===== config.mk =====
export PLATFORM = sky130hd
export DESIGN_NAME = gmii_mac_tx
export DESIGN_NICKNAME = d
export VERILOG_FILES = /design/src/rtl/gmii_mac_tx.sv
export SDC_FILE = /design/constraint.sdc
export NUM_CORES = 1
export LEC_CHECK = 0
export CAP_MARGIN = 20
export CORE_UTILIZATION = 60
export CTS_BUF_LIST = sky130_fd_sc_hd__clkbuf_16
export DETAILED_ROUTE_END_ITERATION = 12
export GPL_ROUTABILITY_DRIVEN = 0
export PLACE_DENSITY = 0.81
export REMOVE_ABC_BUFFERS = 1
export SLEW_MARGIN = 20
export SYNTH_ARGS = -nofsm -noshare
export SYNTH_HDL_FRONTEND = slang
export SYNTH_SLANG_ARGS = --single-unit

===== constraint.sdc =====
create_clock -name GTX_CLK -period 2.8 [get_ports GTX_CLK]
set_input_delay 0.84 -clock GTX_CLK [delete_from_list [all_inputs] [get_ports GTX_CLK]]
set_output_delay 0.84 -clock GTX_CLK [all_outputs]
set_load 0.005 [all_outputs]

===== src/rtl/gmii_mac_tx.sv =====
`default_nettype none
// ============================================================================
// gmii_mac_tx : GMII MAC transmitter - preamble/SFD, payload, pad, FCS, IPG
// Revision    : 1.0
// ============================================================================
module gmii_mac_tx #(
    parameter int MIN_PAYLOAD  = 60,
    parameter int IPG_LEN      = 12,
    parameter int PREAMBLE_LEN = 7
) (
    input  logic        GTX_CLK,
    input  logic        mr_main_reset,
    input  logic [7:0]  s_data,
    input  logic        s_valid,
    input  logic        s_last,
    output logic        s_ready,
    output logic [7:0]  TXD,
    output logic        TX_EN,
    output logic        TX_ER,
    output logic        tx_busy,
    output logic [15:0] frames_sent
);
    localparam logic [15:0] C_IPG      = 16'(IPG_LEN);
    localparam logic [15:0] C_PRE      = 16'(PREAMBLE_LEN);
    localparam logic [31:0] C_CRC_INIT = 32'hFFFF_FFFF;

    typedef enum logic [2:0] {
        IDLE     = 3'd0,
        PREAMBLE = 3'd1,
        DATA     = 3'd2,
        DRAIN    = 3'd3,
        PAD      = 3'd4,
        FCS      = 3'd5,
        IPG      = 3'd6
    } state_t;

    state_t      state_q, state_d;
    logic [7:0]  txd_q, txd_d;
    logic        en_q, en_d;
    logic        er_q, er_d;
    logic [31:0] crc_q, crc_d;
    logic [10:0] cnt_q, cnt_d;
    logic [15:0] ctr_q, ctr_d;
    logic [15:0] frames_q, frames_d;

    function automatic logic [31:0] crc_upd(input logic [31:0] crc, input logic [7:0] b);
        logic [31:0] c;
        c = crc;
        for (int i = 0; i < 8; i++) begin
            c = (c[0] ^ b[i]) ? ((c >> 1) ^ 32'hEDB8_8320) : (c >> 1);
        end
        return c;
    endfunction

    logic [10:0] w_cnt_inc;
    logic        w_short;
    logic [31:0] w_fcs_sh;

    assign w_cnt_inc = (cnt_q == 11'h7FF) ? cnt_q : cnt_q + 11'd1;
    // True while the byte being emitted still leaves the frame below minimum.
    assign w_short   = (int'(cnt_q) + 1) < MIN_PAYLOAD;
    assign w_fcs_sh  = (~crc_q) >> {ctr_q[1:0], 3'b000};

    always_comb begin
        state_d  = state_q;
        txd_d    = 8'h00;
        en_d     = 1'b0;
        er_d     = 1'b0;
        crc_d    = crc_q;
        cnt_d    = cnt_q;
        ctr_d    = ctr_q;
        frames_d = frames_q;
        case (state_q)
            IDLE: begin
                if (s_valid) begin
                    state_d = PREAMBLE;
                    txd_d   = 8'h55;
                    en_d    = 1'b1;
                    ctr_d   = 16'd1;
                    crc_d   = C_CRC_INIT;
                    cnt_d   = 11'd0;
                end
            end
            PREAMBLE: begin
                en_d  = 1'b1;
                ctr_d = ctr_q + 16'd1;
                if (ctr_q >= C_PRE) begin
                    txd_d   = 8'hD5;
                    state_d = DATA;
                end else begin
                    txd_d = 8'h55;
                end
            end
            DATA: begin
                en_d = 1'b1;
                if (s_valid) begin
                    txd_d = s_data;
                    crc_d = crc_upd(crc_q, s_data);
                    cnt_d = w_cnt_inc;
                    if (s_last) begin
                        ctr_d   = 16'd0;
                        state_d = w_short ? PAD : FCS;
                    end
                end else begin
                    er_d    = 1'b1;
                    state_d = DRAIN;
                end
            end
            DRAIN: begin
                // Starting at 1: TX_EN is already low, so the gap needs no extra cycle.
                if (s_valid && s_last) begin
                    state_d = IPG;
                    ctr_d   = 16'd1;
                end
            end
            PAD: begin
                en_d  = 1'b1;
                crc_d = crc_upd(crc_q, 8'h00);
                cnt_d = w_cnt_inc;
                if (!w_short) begin
                    state_d = FCS;
                    ctr_d   = 16'd0;
                end
            end
            FCS: begin
                en_d  = 1'b1;
                txd_d = w_fcs_sh[7:0];
                ctr_d = ctr_q + 16'd1;
                if (ctr_q[1:0] == 2'd3) begin
                    state_d  = IPG;
                    ctr_d    = 16'd0;
                    frames_d = frames_q + 16'd1;
                end
            end
            IPG: begin
                ctr_d = ctr_q + 16'd1;
                if (ctr_q >= C_IPG) begin
                    state_d = IDLE;
                end
            end
            default: state_d = IDLE;
        endcase
    end

    always_ff @(posedge GTX_CLK) begin
        if (mr_main_reset) begin
            state_q  <= IDLE;
            txd_q    <= 8'h00;
            en_q     <= 1'b0;
            er_q     <= 1'b0;
            crc_q    <= C_CRC_INIT;
            cnt_q    <= 11'd0;
            ctr_q    <= 16'd0;
            frames_q <= 16'd0;
        end else begin
            state_q  <= state_d;
            txd_q    <= txd_d;
            en_q     <= en_d;
            er_q     <= er_d;
            crc_q    <= crc_d;
            cnt_q    <= cnt_d;
            ctr_q    <= ctr_d;
            frames_q <= frames_d;
        end
    end

    assign s_ready     = (state_q == DATA) || (state_q == DRAIN);
    assign tx_busy     = (state_q != IDLE);
    assign TXD         = txd_q;
    assign TX_EN       = en_q;
    assign TX_ER       = er_q;
    assign frames_sent = frames_q;

endmodule
`default_nettype wire


Yosys cells after proc, flatten, opt, wreduce, memory -nomap -nowiden
Cells that the tools add are included.
{"block": "totals", "ff_bits": 88, "in_bits": 12}
{"block": "op_classes", "add_sub_neg": 4, "order_cmp": 3, "n_eq_ne": 17, "shifts": 1, "muxes": 47, "bitwise_logic": 25, "n_reduce_logical": 13}
{"cell": "$mux W32", "n": 18}
{"cell": "$not A13 Y14", "n": 15}
{"cell": "$mux W16", "n": 6}
{"cell": "$pmux W16 S6", "n": 1}
{"cell": "$pmux W32 S3", "n": 1}
{"cell": "$mux W11", "n": 3}
{"cell": "$pmux W11 S3", "n": 1}
{"cell": "$add A16 B1 Y16 const B", "n": 2}
{"cell": "$not A32 Y32", "n": 1}
{"cell": "$pmux W8 S4", "n": 1}
{"cell": "$shr A32 B5 Y8", "n": 1}
{"cell": "$mux W3", "n": 8}
{"cell": "$pmux W3 S7", "n": 1}
{"cell": "$ge A16 B3 Y1 const B", "n": 1}
{"cell": "$ge A16 B4 Y1 const B", "n": 1}
{"cell": "$mux W8", "n": 2}
{"cell": "$ne A2 B2 Y1 const B", "n": 8}
{"cell": "$add A11 B1 Y12 const B", "n": 1}
{"cell": "$lt A12 B6 Y1 const B", "n": 1}
{"cell": "$add A11 B1 Y11 const B", "n": 1}
{"cell": "$eq A11 B11 Y1 const B", "n": 1}
{"cell": "$eq A3 B3 Y1 const B", "n": 3}
{"cell": "$xor A1 B1 Y1", "n": 8}
{"cell": "$mux W7", "n": 1}
{"cell": "18 further kinds", "n": 23}

Depth between registers and ports, before layout
Gate-level depths: netlist (run 1).
{"block": "logic_depth", "word_depth": 18, "mapped_depth": 10, "depth_no_buf": 8}

Worst setup path after synthesis (run 1)
OpenSTA, ideal clock, no wires.
{"block": "synth_path", "kind": "input to register", "from": "input s_valid", "to": "register cnt_q[4]", "arrival_time_ns": 2.365, "setup_slack_ns": 0.364, "stages": 9, "path_cell_list": "buf_2 -> nor2b_1 -> buf_2 -> o221ai_2 -> a41o_1 -> inv_2 -> a21oi_1 -> or4_1 -> a21oi_1"}
{"block": "synth_between", "elab_chain_cells": 2, "word_cells_on_any_way": 3}
{"element": "from (decl)", "line_no": "14", "rtl": "input logic s_valid,"}
{"element": "$ne A2 B2 Y1 (no source line)"}
{"element": "$reduce_and A3 Y1 (no source line) (*)"}
{"element": "to (signal assigned)", "line_no": "161", "rtl": "cnt_q <= cnt_d;"}
{"element": "to (decl)", "line_no": "42", "rtl": "logic [10:0] cnt_q, cnt_d;"}
Mark *: on every way between the ends. The rest lies on a longest branch, timed or not.
A chain may end at the register's enable or synchronous reset.

Worst setup path after layout (run 1)
{"block": "layout_path", "from": "input s_valid", "to": "register ctr_q[10]"}
{"block": "layout_between", "elab_chain_cells": 3, "word_cells_on_any_way": 5}
{"element": "$logic_and A1 B1 Y1", "line_no": "111", "rtl": "if (s_valid && s_last) begin"}
{"element": "$ne A2 B2 Y1 (no source line)"}
{"element": "$reduce_and A6 Y1 (no source line) (*)"}
{"element": "to (signal assigned)", "line_no": "162", "rtl": "ctr_q <= ctr_d;"}
{"element": "to (decl)", "line_no": "43", "rtl": "logic [15:0] ctr_q, ctr_d;"}
Marked as above.

==> results of run 1 <==
## cell usage after synthesis (7+ instances only)
cell type / instances / area share (%)
nand3_1: 18 / 1.5
dfxtp_1: 88 / 29
nand2b_1: 7 / 0.73
o22ai_1: 9 / 0.94
nand4_1: 8 / 0.84
o21a_1: 8 / 1.0
nor2_1: 92 / 5.8
xnor2_2: 11 / 3.0
clkbuf_1: 28 / 1.8
xor2_1: 39 / 5.7
xnor2_1: 85 / 12
a21oi_1: 52 / 4.3
inv_1: 10 / 0.63
nand2_1: 41 / 2.6
nor3_1: 10 / 0.84
buf_4: 7 / 0.88
and3_1: 11 / 1.1
a211o_1: 7 / 1.0
or3_1: 10 / 1.0
o21ai_0: 36 / 3.0
o221ai_1: 9 / 1.3
mux4_2: 8 / 3.0
a211oi_1: 10 / 1.3
## kinds of logic (layout without fill, tap and decap cells)
kind of cell    after synthesis  count (layout)  synth area share, %
flops                        88              88                 29.4
simple gates                228             228                 18.5
fa+ha+maj                     5               5                 1.05
compound gates              185             185                 21.2
xor+xnor                    137             137                 21.9
mux                          11              11                 3.51
buf+inv                      59             120                 4.43
## registers in the layout (all words and copies together) (netlist names)
signal / count
ctr_q: 16
state_q: 3
TX_ER: 1
frames_sent: 16
crc_q: 32
cnt_q: 11
TX_EN: 1
TXD: 8
## through the flow
stage,instances,hold slack (ns)
floorplan,665,0.444
global placement,891,0.472
detailed placement,891,0.492
CTS,907,0.504
global route,907,0.518
finish,907,0.505
## worst reg2reg max path: stages (launching register included)
cell and delay [ns]:
dfxtp_1 0.40, ha_1 0.26, nand3_1 0.24, nor3_4 0.31
o211a_1 0.21, a2bb2o_4 0.24, or3_1 0.46, a311oi_2 0.30
## cell type report
type,count,area [um2],area share (%)
clock inverter,7,104,1.47
inverter,11,41.3,0.586
tap,133,166,2.36
sequential,88,1760,25.0
timing repair buffer,93,791,11.2
clock buffer,9,225,3.20
multi-input combinational,566,3960,56.2
## final timing paths
check	from	endpoint	slack, ns	depth (start not counted)
worst min-delay path	frames_sent[1]$_SDFFE_PP0P_	frames_sent[1]$_SDFFE_PP0P_	0.50	2
worst min register to register	frames_sent[1]$_SDFFE_PP0P_	frames_sent[1]$_SDFFE_PP0P_	0.50	2
worst max-delay path	s_valid	ctr_q[10]$_SDFFE_PP0P_	0.24	8
worst max register to register	cnt_q[0]$_SDFFE_PP0P_	ctr_q[10]$_SDFFE_PP0P_	0.28	7
## where the power goes
part / switching [mW] / internal [mW]
Combinational: 1.31 / 1.09
Clock: 0.545 / 0.793
Sequential: 0.149 / 1.36
## placed cells by master, fill, tap and decap left out, types with 18 or more instances in the layout
cell type	count
a21oi_1	52
buf_4	54
clkdlybuf4s50_1	38
dfxtp_1	88
nand2_1	41
nand3_1	18
nor2_1	92
o21ai_0	36
xnor2_1	85
xor2_1	39
## per-layer routing
layer	vias to the layer above	GRT usage, %	wire, um
li1	2661	-	-
met1	2708	40.8	6620
met2	296	54.3	8010
met3	69	6.50	1300
met4	0	16.2	654
met5	-	0	0
==> key figures, run 1 <==
Finish
  • Final nets: 786
  • Area growth syn-to-layout: 17.7%
  • Ant diodes: 0
  • Layout cells sized above 1: between 10% and 20%
  • Final Util: 72.4%
  • Design Area, Final: about 7000 um2
  • Fillers: about 750

Floorplan
  • Die area: a little over 10,000 um2
  • Die Width: just over 100 um
  • Initial Util: between 60% and 70%
  • Chip height: roughly 100 um
  • FP Rows: 36
  • I/O pins: 40
  • Core ar.: between 9000 and 10,000 um2

Clock network
  • Root Driver: clkbuf_16
  • # clock sinks: approximately 90
  • CTS H-tree depth: 3
  • Hold_buf cts: 0
  • Setup bufs post-CTS: 0
  • CTS tree: done
  • Clk slew on worst S/H paths: about 0.06 ns
  • CTS-repair resized insts: 0
  • Cts bufs inserted: 9
  • Longest Clk Path Bufs: 2
  • Clk Latency, worst-skew pair: roughly 0.35 ns

Power and ir drop
  • Power Total: between 5 and 6 mW
  • PD cells: between 700 and 800 nW/um2
  • Worst VDD drop: 0.000311 V
  • Leakage Power: roughly 2.5 nW

Global routing
  • Tot GR Track Use: 32.7%
  • Congestion Overflow GR: 0
  • Initial antenna violation count: 0
  • Global-route wire length before repair: 26,300 um
  • Pin count of the biggest net entering global routing: 25
  • Vias in the first global route: 5,304

Worst setup path
  • Crit-path cells: clkdlybuf4s50_1 -> nor2b_1 -> buf_4 -> nor2_1 -> o211ai_1 -> o22ai_1 -> nor2_1 -> a311oi_2
  • CP max stage delay: about 0.46 ns
  • Worst path bufs/invs: 2
  • Worst path arrival time: 2.81 ns
  • Worst EP required: 3.06 ns
  • Critical path fanouts, max: 6
  • Critical path class: in -> reg
  • CP Capture Type: flop
  • Top cell by count, worst path: nor2_1
  • CP Launch Type: input pin
  • Slowest-stage cell, CP: o22ai_1
  • CP delay by family, top: compound AO/OA/AOI/OAI gates

Timing
  • Fin crit period: roughly 2.6 ns
  • Max_slew headroom: about 49%
  • Fmax: 391 MHz
  • Setup Viol. Count Final: 0
  • RSZ-0062 raised after global routing: no
  • Worst-Margin Slew: 0.758 ns
  • Layout Skew: between 0.005 and 0.006 ns
  • Setup_tns: 0 ns
  • Hold Fails Final Rpt: 0
  • Final WS setup: around 0.24 ns
  • Final period util: 91.3%
  • Slew Viols, Final: 0

Placement
  • Pre-CTS WS: -0.118 ns
  • Post-DP HPWL: between 10,000 and 15,000 um
  • Number of port buffers: 39
  • Dpl cell area: 6720 um2

Logic synthesis
  • Number of flops mapped to enable cells by yosys: 0
  • Syn Inst Count: just over 700
  • Post-synth cell types: 69
  • Async S/R FF share, synth: 0%
  • Post-synthesis sequential area ratio: between 20 and 30%
  • Syn. warnings: 0
  • #FFs+latches synth: 88
  • Dominant synthesized flop cell: dfxtp_1
  • Mean Syn Cell Area: approximately 8.4 um2
  • Synth Cell Area: around 6000 um2

Detailed routing
  • Routed length per placed instance: ~18 um
  • Via count: ~5,700
  • Detailed Routing Iterations Pass 1: 5
  • DR DRC count: 0
  • Routed WL: between 15,000 and 20,000 um
  • Initial drt markers: between 500 and 600
  • Routed Antenna Nets: 0
  • Vias per cell: 6.32

Min path
  • Hold Path Class: reg -> reg

Status
  • Status: completed

Flow run
  • Max Cap Viol: 0
(Power assumes the default switching activity.)
==> inputs of run 2 (changes only) <==
--- a/config.mk
+++ b/config.mk
@@ -6,11 +6,11 @@
 export NUM_CORES = 1
 export LEC_CHECK = 0
 export CAP_MARGIN = 20
-export CORE_UTILIZATION = 60
+export CORE_UTILIZATION = 65
 export CTS_BUF_LIST = sky130_fd_sc_hd__clkbuf_16
 export DETAILED_ROUTE_END_ITERATION = 12
 export GPL_ROUTABILITY_DRIVEN = 0
-export PLACE_DENSITY = 0.81
+export PLACE_DENSITY = 0.87
 export REMOVE_ABC_BUFFERS = 1
 export SLEW_MARGIN = 20
 export SYNTH_ARGS = -nofsm -noshare
==> constraint.sdc (replaced) <==
create_clock -name GTX_CLK -period 3.25 [get_ports GTX_CLK]
set_input_delay 0.975 -clock GTX_CLK [delete_from_list [all_inputs] [get_ports GTX_CLK]]
set_output_delay 0.975 -clock GTX_CLK [all_outputs]
set_load 0.005 [all_outputs]
==> run 2 against run 1 <==
The run now ends with design-rule violations left. Via count is 0.14% lower. Design area fell by 3.5%. Sequential power fell by 11%. Count of clock-buffer cells in the layout stayed put. Register-to-register slack gained 0.42 ns. Global-route usage rose by 3.1 points. Setup slack improved by 0.15 ns. Critical endpoint is now crc_q[13]$_SDFFE_PP1P_. Largest cell class unchanged.
==> key figures, run 2 (synthesized netlist as in run 1, its figures left out) <==
Clock network
  • CTS tree: done
  • Root Driver: clkbuf_16
  • # clock sinks: 88 (unchanged)
  • Clk Latency, worst-skew pair: 0.35 ns (about the same)
  • CTS H-tree depth: 3 (unchanged)
  • Setup bufs post-CTS: 0 (unchanged)
  • Hold_buf cts: 0 (unchanged)
  • Clk slew on worst S/H paths: 0.07 ns (about the same)
  • CTS-repair resized insts: 0 (unchanged)
  • Longest Clk Path Bufs: 2 (unchanged)
  • Cts bufs inserted: 9 (unchanged)

Finish
  • Number of flip-flops under the largest register name: 32 (unchanged)
  • Fillers: 586 (-21%)
  • Final nets: 760 (-3.3%)
  • Register area: 1760 um2 (unchanged)
  • Area occupied by multi-input gates: 3960 um2 (unchanged)
  • Most frequent cells in the layout: 92 x nor2_1, 88 x dfxtp_1, 85 x xnor2_1
  • Ant diodes: 0 (unchanged)
  • Commonest non-fill, non-tap cell in the layout: nor2_1
  • Layout cells sized above 1: 10.8% (-3.0 points)
  • Area growth syn-to-layout: 13.6%
  • Largest register by flop count: crc_q

Timing
  • Worst-Margin Slew: 0.789 ns (+0.0311 ns)
  • Setup_tns: 0 ns (unchanged)
  • Fmax: approximately 350 MHz
  • Slew Viols, Final: 0 (unchanged)
  • Layout Skew: 0.0112 ns (+0.00537 ns)
  • RSZ-0062 raised after global routing: no
  • Setup Viol. Count Final: 0 (unchanged)
  • Hold Fails Final Rpt: 0 (unchanged)
  • Final period util: roughly 88%
  • Final WS setup: 0.390 ns (+0.148 ns)
  • Fin crit period: 2.86 ns
  • Max_slew headroom: 47.0% (-2.3 points)

Status
  • Status: finished, violations left
  • Failing checks: design-rule violations

Detailed routing
  • Initial drt markers: 576 (+14%)
  • Routed length per placed instance: 19.5 um (+6.4%)
  • Detailed Routing Iterations Pass 1: 11 (+6)
  • Routed WL: 16,700 um (+0.39%)
  • DR DRC count: 7 (+7)
  • Vias per cell: 6.69 (+5.8%)
  • Routed Antenna Nets: 0 (unchanged)
  • Via count: 5,726 (-0.14%)

Worst setup path
  • Worst EP required: 3.48 ns (+0.42 ns)
  • Critical path class: in -> reg
  • Worst reg2reg setup slack: 0.70 ns (+0.42 ns)
  • Worst path arrival time: 3.09 ns (+0.28 ns)
  • Critical path fanouts, max: 6 (unchanged)
  • CP Launch Type: input pin
  • CP Capture Type: flop

Power and ir drop
  • Leakage Power: 2.40 nW (-5.2%)
  • Worst VDD drop: 0.000415 V (+34%)
  • PD cells: 649 nW/um2 (-13%)

Global routing
  • Vias in the first global route: 5,456 (+2.9%)
  • Tot GR Track Use: 35.8% (+3.1 points)
  • Global-route wire length before repair: 27,600 um (+4.8%)
  • Pin count of the biggest net entering global routing: 29 (+16%)
  • Congestion Overflow GR: 0 (unchanged)
  • Initial antenna violation count: 0 (unchanged)

Placement
  • Pre-CTS WS: 0.0899 ns (+0.208 ns)
  • Number of port buffers: 39 (unchanged)
  • Post-DP HPWL: 11,600 um (-4.5%)

Floorplan
  • Initial Util: 68.0% (+6.5 points)
  • FP Rows: 34 (-5.6%)
  • Die area: 9600 um2 (-7.5%)
  • Chip height: 98.0 um (-3.8%)
  • Die Width: 98.0 um (-3.8%)
  • I/O pins: 40 (unchanged)
  • Core ar.: 8810 um2 (-9.5%)

Flow run
  • Max Cap Viol: 0 (unchanged)

Min path
  • Hold Path Class: reg -> reg
run 2: cell count changes in the layout (fill, tap and decap cells not counted), sizes merged:
| cell | previous run | this run |
|---|---|---|
| buf | 55 | 29 |
| inv | 13 | 15 |
| bufinv | 2 | 1 |
| clkinv | 1 | 0 |
run 2: final cells by class:
| cell class | instances | area share (%) |
|---|---|---|
| clock buffer | 9 | 3.31 |
| clock inverter | 7 | 1.25 |
| inverter | 11 | 0.607 |
| multi-input combinational | 566 | 58.2 |
| sequential | 88 | 25.9 |
| tap | 108 | 1.99 |
| timing repair buffer | 67 | 8.75 |
run 2: per-layer routing:
metal	track usage, %	part of all wire [%]	up-vias
li1	-	-	2605
met1	46.8	39	2656
met2	57.2	46	375
met3	6.73	9.9	90
met4	17.4	4.8	0
met5	0	0	-
run 2: worst max-delay path, stage by stage:
cell	delay, ns
clkdlybuf4s50_1	0.49
xnor2_2	0.49
xor2_1	0.21
xnor2_1	0.35
a22oi_1	0.15
a211oi_1	0.30
o21bai_1	0.11
run 2: final timing paths:
check                                    from                           to  depth (start not counted)
hold / removal    frames_sent[6]$_SDFFE_PP0P_  frames_sent[6]$_SDFFE_PP0P_                          2
setup reg to reg        cnt_q[0]$_SDFFE_PP0P_       ctr_q[12]$_SDFFE_PP0P_                          7
setup / recovery                    s_data[5]       crc_q[13]$_SDFFE_PP1P_                          7
hold reg to reg   frames_sent[6]$_SDFFE_PP0P_  frames_sent[6]$_SDFFE_PP0P_                          2
run 2: metrics by stage:
step	std cells	power, mW	hold WS (ns)	utilization (%)	cell area (um2)
3_3_place_gp	840	3.19	0.473	73.7	6490
3_5_place_dp	840	3.26	0.497	73.7	6490
6_report	856	4.41	0.499	77.3	6800
4_1_cts	856	4.38	0.508	77.3	6800
2_1_floorplan	665	2.69	0.444	-	5760
5_1_grt	856	4.61	0.545	77.3	6800
run 2: where the power goes:
part | switching [mW] | total [mW] | internal (mW)
sequential | 0.162 | 1.34 | 1.17
clock | 0.485 | 1.10 | 0.613
combinational | 1.12 | 1.98 | 0.863
total | 1.76 | 4.41 | 2.65
